$ cat config.mk
export PLATFORM = sky130hd
export DESIGN_NAME = bpsk_modulator_writer
export DESIGN_NICKNAME = d
export VERILOG_FILES = /design/src/rtl/bpsk_modulator_writer.sv
export SDC_FILE = /design/constraint.sdc
export NUM_CORES = 1
export LEC_CHECK = 0
export ABC_AREA = 1
export ABC_CLOCK_PERIOD_IN_PS = 2200
export CORE_MARGIN = 5
export CORE_UTILIZATION = 50
export CTS_CLUSTER_DIAMETER = 120
export DETAILED_ROUTE_END_ITERATION = 10
export PLACE_DENSITY = 0.77
export SLEW_MARGIN = 20
export SYNTH_ARGS = -nofsm -noshare
export SYNTH_HDL_FRONTEND = slang
export SYNTH_SLANG_ARGS = --single-unit
export TNS_END_PERCENT = 5
$ cat constraint.sdc
create_clock -name clk -period 2.2 [get_ports clk]
set_input_delay 0.66 -clock clk [delete_from_list [all_inputs] [get_ports clk]]
set_output_delay 0.66 -clock clk [all_outputs]
set_load 0.05 [all_outputs]
$ cat src/rtl/bpsk_modulator_writer.sv
// BPSK modulator writer: maps a captured LDPC codeword to +/-Amplitude symbols and streams them two per cycle into the modulation RAM.
// Optional macro AWGN_NOISE_EN adds LFSR-based pseudo-noise with saturation to each symbol.
module bpsk_modulator_writer #(
    parameter int unsigned CodeLen      = 256,
    parameter int unsigned CodeLen_bits = 8,
    parameter logic [14:0] Amplitude    = 15'd1024,
    parameter int unsigned NoiseShift   = 4,
    parameter logic [31:0] NoiseSeed    = 32'hACE1_2468
) (
    input  logic                    clk,
    input  logic                    rst,
    input  logic                    codeword_valid,
    input  logic [CodeLen-1:0]      codeword,
    output logic                    codeword_ready,
    output logic                    write_enable_a,
    output logic                    write_enable_b,
    output logic [CodeLen_bits:0]   modulation_i,
    output logic [14:0]             modulation_sequence_after_a,
    output logic [14:0]             modulation_sequence_after_b,
    output logic                    modulation_write_down,
    input  logic                    modulation_release
);

    localparam int unsigned IW = CodeLen_bits + 1;
    localparam int unsigned SW = 15;
    localparam logic [IW-1:0] LastIdx = IW'(CodeLen);
    localparam logic [IW-1:0] PairStep = IW'(2);
    localparam logic [SW-1:0] SymPos = Amplitude;
    localparam logic [SW-1:0] SymNeg = SW'(~Amplitude + 15'd1);

    // Elaboration-time parameter sanity
    if (CodeLen % 2 != 0) begin : g_odd_len
        $error("CodeLen must be even");
    end
    if (NoiseSeed == 32'd0) begin : g_zero_seed
        $error("NoiseSeed must be non-zero");
    end
    if (NoiseShift > 15) begin : g_bad_shift
        $error("NoiseShift must be at most 15");
    end

    typedef enum logic [1:0] {IDLE, WRITE, DONE} state_t;

    state_t              state_q, state_d;
    logic [CodeLen-1:0]  shreg_q, shreg_d;
    logic                we_d;
    logic [IW-1:0]       idx_d;
    logic [SW-1:0]       sym_a_d, sym_b_d;
    logic                wd_d;
    logic [1:0]          src_bits;
    logic [SW-1:0]       sym_a_next, sym_b_next;

    assign codeword_ready = (state_q == IDLE);

    // Bits for the next pair: straight from the input on capture, else from the shift register
    assign src_bits = (state_q == IDLE) ? codeword[1:0] : shreg_q[1:0];

`ifdef AWGN_NOISE_EN
    logic [31:0] lfsr_q;
    logic [15:0] noise_a, noise_b;

    // Fibonacci LFSR x^32+x^22+x^2+x+1, advances only on cycles that register a pair
    always_ff @(posedge clk or negedge rst) begin
        if (!rst) begin
            lfsr_q <= NoiseSeed;
        end else if (we_d) begin
            lfsr_q <= {lfsr_q[30:0], lfsr_q[31] ^ lfsr_q[21] ^ lfsr_q[1] ^ lfsr_q[0]};
        end
    end

    assign noise_a = 16'($signed(lfsr_q[15:0]) >>> NoiseShift);
    assign noise_b = 16'($signed(lfsr_q[31:16]) >>> NoiseShift);

    function automatic logic [SW-1:0] map_sym(input logic b, input logic [15:0] noise);
        logic signed [16:0] base;
        logic signed [16:0] sum;
        base = $signed({2'b00, Amplitude});
        if (b) begin
            base = -base;
        end
        sum = base + $signed({noise[15], noise});
        if (sum > 17'sd16383) begin
            return 15'h3FFF;
        end else if (sum < -17'sd16384) begin
            return 15'h4000;
        end else begin
            return sum[14:0];
        end
    endfunction

    assign sym_a_next = map_sym(src_bits[0], noise_a);
    assign sym_b_next = map_sym(src_bits[1], noise_b);
`else
    function automatic logic [SW-1:0] map_sym(input logic b);
        return b ? SymNeg : SymPos;
    endfunction

    assign sym_a_next = map_sym(src_bits[0]);
    assign sym_b_next = map_sym(src_bits[1]);
`endif

    // State register
    always_ff @(posedge clk or negedge rst) begin
        if (!rst) begin
            state_q <= IDLE;
        end else begin
            state_q <= state_d;
        end
    end

    // Next state and next registered outputs
    always_comb begin
        state_d = state_q;
        shreg_d = shreg_q;
        we_d    = 1'b0;
        idx_d   = modulation_i;
        sym_a_d = modulation_sequence_after_a;
        sym_b_d = modulation_sequence_after_b;
        wd_d    = modulation_write_down;

        unique case (state_q)
            IDLE: begin
                if (codeword_valid) begin
                    state_d = WRITE;
                    shreg_d = codeword >> 2;
                    we_d    = 1'b1;
                    idx_d   = PairStep;
                    sym_a_d = sym_a_next;
                    sym_b_d = sym_b_next;
                end
            end
            WRITE: begin
                if (modulation_i == LastIdx) begin
                    state_d = DONE;
                    wd_d    = 1'b1;
                end else begin
                    shreg_d = shreg_q >> 2;
                    we_d    = 1'b1;
                    idx_d   = modulation_i + PairStep;
                    sym_a_d = sym_a_next;
                    sym_b_d = sym_b_next;
                end
            end
            DONE: begin
                if (modulation_release) begin
                    state_d = IDLE;
                    wd_d    = 1'b0;
                    idx_d   = '0;
                end
            end
            default: begin
                state_d = IDLE;
            end
        endcase
    end

    // Registered datapath and RAM-side outputs
    always_ff @(posedge clk or negedge rst) begin
        if (!rst) begin
            shreg_q                     <= '0;
            write_enable_a              <= 1'b0;
            write_enable_b              <= 1'b0;
            modulation_i                <= '0;
            modulation_sequence_after_a <= '0;
            modulation_sequence_after_b <= '0;
            modulation_write_down       <= 1'b0;
        end else begin
            shreg_q                     <= shreg_d;
            write_enable_a              <= we_d;
            write_enable_b              <= we_d;
            modulation_i                <= idx_d;
            modulation_sequence_after_a <= sym_a_d;
            modulation_sequence_after_b <= sym_b_d;
            modulation_write_down       <= wd_d;
        end
    end

endmodule

## After elaboration in Yosys (flattened, before gate mapping)

Cells that the tools add are included.
W data, S select, Z words.

| cells by class | value |
|---|---|
| eq/ne operators | 7 |
| mux-type cells | 26 |
| reductions and logical operators | 8 |
| add/subtract/negate cells | 1 |

Operators by type and width:

| cell | number |
|---|---|
| $mux W256 | 2 |
| $pmux W256 S2 | 1 |
| $mux W15 | 6 |
| $pmux W15 S2 | 2 |
| $mux W9 | 3 |
| $pmux W9 S3 | 1 |
| $add A9 B2 Y9 const B | 1 |
| $eq A9 B9 Y1 const B | 1 |
| $reduce_and A3 Y1 | 3 |
| $mux W2 | 4 |
| $ne A2 B2 Y1 const B | 4 |
| $pmux W2 S3 | 1 |
| $mux W1 | 4 |
| $pmux W1 S2 | 2 |
| $reduce_and A4 Y1 | 1 |
| $reduce_bool A2 Y1 | 2 |
| $reduce_bool A3 Y1 | 1 |
| $eq A2 B1 Y1 const B | 1 |
| $eq A2 B2 Y1 const B | 1 |
| $logic_not A2 Y1 | 1 |

| word-level totals | value |
|---|---|
| word-level logic and storage cells | 49 |
| output and inout port bits | 43 |
| input bits | 260 |
| register bits | 299 |

## Depth between registers and ports, before layout

| depth | value |
|---|---|
| depth in word-level cells | 5 |
| gate-level depth with buffers | 11 |
| mapped depth without buffers | 9 |

## Least setup slack after synthesis

No wires, ideal clock.

| timing path | value |
|---|---|
| path type | register to register |
| from | register state_q[0] |
| to | register modulation_i[1] |
| data required time | 2.081 ns |
| stages on the path, launching flop included | 11 |
| path buffers | 1 |
| arrival time | 1.864 ns |
| path slack | 0.217 ns |
| library setup time | 0.119 ns |
| clock period less this slack | 1.983 ns |
| path through | dfrtp_1 inv_1 ha_1 clkbuf_2 nand2_2 nand2_1 nor2_1 o21ai_2 nand2_1 nand2_1 nand2_1 |

| on the way | value |
|---|---|
| word-level cells in the longest chain between the ends | 3 |
| elaborated cells on any way between the ends | 9 |
| classes of those cells | eq/ne (5); mux (1); reduce/logical (3) |

Ends and longest elaborated chain:

| element | RTL line | text |
|---|---|---|
| from (decl) | 44 | `state_t state_q, state_d;` |
| from (signal assigned) | 107 | `state_q <= state_d;` |
| $logic_not A2 Y1 (*) | - |  |
| named net codeword_ready | 14 | `output logic codeword_ready,` |
| $ne A2 B2 Y1 (no source line) / $reduce_bool A3 Y1 (equally long branches) | - |  |
| $reduce_and A4 Y1 (no source line) | - |  |
| to (signal assigned) | 171 | `modulation_i <= idx_d;` |
| to (decl) | 17 | `output logic [CodeLen_bits:0] modulation_i,` |

The timed path passes the listed nets; every way through them passes the cells marked *.
A chain may end at the register's enable or synchronous reset.

## Worst setup path after layout

| timing path | value |
|---|---|
| from | register state_q[1] |
| to | output codeword_ready |

| on the way | value |
|---|---|
| word-level cells in the longest chain between the ends | 1 |

Ends and longest elaborated chain:

| element | RTL line | text |
|---|---|---|
| $logic_not A2 Y1 | 53 | `assign codeword_ready = (state_q == IDLE);` |
| to (decl) | 14 |  |

Every way passes these cells.

==> out/metrics.cfg <==
[timing]
setup_tns_ps=0
max_freq_mhz=470
fin_crit_ps=2130
clock_skew_ps=10.6
max_slew.worst_pin.slew_ps=579
post-route-period-util=0.966
setup_viol=0
drv_slew=0
finalHoldViolCount=0
slew_headroom=0.614
unrepaired_setup_endpoints_after_global_routing=no

[hold_path]
hold_path_class=primary input to asynchronous set/reset pin

[route]
detail_route.iter0.violations=1527
wl_per_instance_um=14.1
dr_total_vias=13600
count_of_unresolved_drc_violations_after_routing=0
routed_wirelength_um=38000
post_drt_via_cell_ratio=5.06
route.antenna.remaining_nets=0
dr.pass1.iters=5

[finish]
layout.filler_cells=2483
final_design_area_no_fill_um2=18500
layout-area-overhead-vs-synth_pct=29.3
finish.net_count=2547
drive_above_1_share=0.0547

[flow_run]
cap_violations=0

[setup_path]
rr_worst_depth=8
worstPathArrival_ps=1470
setup.worst_path.start_class=flop
worst_ep_required_time_ps=1540
critical_path_class=flop to output port
critical_path_peak_fanout=6
crit_path_end_kind=output port

[clock_tree]
tritoncts=done
cts_buffer_depth=3
clock_sinks=269
cts_root_buf=clkbuf_16
worst_skew_pair.late_latency_ps=540
cts_max_level=1
clkSlewWorstSetupHoldPaths_ps=70
cts_made_buffers=29
hold_buffers=0

[pwr]
netSwitchingPower_uw=12200
power.leakage_uw=0.0101
worst_ir_drop_vdd_mv=1.60
gate_power_share=0.488
intPower_uw=15900
switching_share=0.434
power-per-cell-area_nw_per_um2=1510
clock_power_share=0.205
power.sequential.fraction=0.307

[status]
status=finished clean

[synthesis]
sequential_fraction_of_the_synthesis_area=0.470
synth_cells=2080
post_synthesis_register_bit_count=269
synthDominantAreaCellType=dfrtp_1
netlist_top_cells_area=dfrtp_1, nand2_1, nand3_1
synth_cell_types=23
synth_top_cell_area_share=0.470
avgSynthCellArea_um2=6.88
synth_warnings=0
post_synth_instance_area_um2=14300

[global_routing]
grt_pass1_wl_um=62900
grt_start_max_net_pins=134
grt_antenna_before_repair=3
grt_pass1_vias=13000
grt.overflow.total=0
grt_util_all_layers=0.233

[placed_design]
io_buffers=281
dpl-instance-area_um2=17300
place_hpwl_um=24900
finalWeightedCongestion=0.882

[floorplanning]
core-area_um2=28500
fp.dieArea_um2=32100
die_width_um=179
core.rowCount=62
die_h_um=179
effective_utilization_at_floorplan=0.503
io_pins=303

-- Yosys cell counts --
library cell,number
nand3_2,1
conb_1,1
inv_1,21
clkbuf_1,42
dfrtp_1,269
o21ai_0,6
nor3_1,2
inv_2,1
buf_12,1
ha_1,4
nand2_2,2
nand3_1,268
buf_1,22
nand2_1,1313
clkbuf_2,1
a21oi_1,4
nand2_4,3
nor2_1,13
o21ai_2,1
buf_6,17
buf_2,49
clkbuf_8,2
buf_4,37
-- area by class of cell --
| type | count | area (um2) | area share |
|---|---|---|---|
| repair buffers | 323 | 3430 | 0.185 |
| inverters | 22 | 87.6 | 0.00473 |
| diodes | 3 | 7.51 | 0.000406 |
| flip-flops and latches | 269 | 6730 | 0.364 |
| clock buffers | 35 | 798 | 0.0431 |
| well taps | 384 | 480 | 0.0260 |
| clock inverters | 18 | 349 | 0.0189 |
| multi-input cells | 1638 | 6630 | 0.358 |
-- layer usage --
layer	track usage	routed length, um	vias up
li1	-	-	6771
met1	0.340	16900	6292
met2	0.364	17400	487
met3	0.0316	2530	81
met4	0.0736	1130	0
met5	0	0	-
-- sequential cells by signal, indices dropped and copies added (netlist names) --
register	cells
shreg_q	254
modulation_sequence_after_b	1
state_q	2
write_enable_b	1
modulation_sequence_after_a	2
modulation_write_down	1
modulation_i	8
-- final timing paths --
kind	from	endpoint	slack (ps)
worst max-delay path	state_q[1]	codeword_ready	70
worst min-delay path	rst	shreg_q[0]	70
worst max register to register	state_q[0]	shreg_q[109]	280
worst min register to register	shreg_q[125]	shreg_q[125]	470
max in group asynchronous	rst	shreg_q[123]	1460
min in group clk	shreg_q[125]	shreg_q[125]	470
-- power by group through the flow --
stage | registers [uW] | logic [uW] | clock network (uW)
global route | 8880 | 15600 | 6060
floorplan | 8520 | 10400 | 0
finish | 8610 | 13700 | 5760
CTS | 8590 | 13800 | 5850
detailed placement | 8620 | 13600 | 0
global placement | 8550 | 13300 | 0
-- cells in the final DEF (no fill, tap or decap), drive strengths merged, types with 3 or more instances in the layout --
master,instances
diode,3
clkinv,6
dfrtp,269
nand3,269
buf,61
dlygate4sd2,4
ha,4
nor2,13
a21oi,4
nand2,1318
inv,22
conb,21
o21ai,7
clkdlybuf4s50,258
clkbuf,35
bufinv,10
-- cells by family (layout without fill, tap and decap cells) --
| family | count (synthesis) | after routing | share of synthesized area |
|---|---|---|---|
| adder cells (fa/ha/maj) | 4 | 4 | 0.00350 |
| other | 1 | 24 | 0.000262 |
| AO/OA/AOI/OAI | 11 | 11 | 0.00411 |
| buffers and inverters | 193 | 398 | 0.0761 |
| AND/OR/NAND/NOR | 1602 | 1602 | 0.446 |
| flip-flops | 269 | 269 | 0.470 |
-- per-stage QoR --
step           hold WS (ps)  cells  setup slack, ps  power [uW]   util
6_report               72.3   2692             74.1       28000  0.650
5_1_grt                96.5   2692             18.2       30500  0.650
4_1_cts                77.1   2688             18.0       28200  0.650
3_5_place_dp            458   2635             99.3       22300  0.609
3_3_place_gp            453   2635              137       21800  0.609
2_1_floorplan           364   2100              217       18900      -
-- critical path, stage by stage (launching register included) --
cell     delay, ps
dfrtp_1        390
inv_2          110
ha_4           150
buf_8          140
buf_12         140
-- what timing repair did --
action | 4_1_cts | 5_1_grt
buffers inserted | 0 | 1
setup endpoints to repair | 5 | 1
resized for setup | 10 | 0
Note: power is estimated with default switching activity, not from simulation.
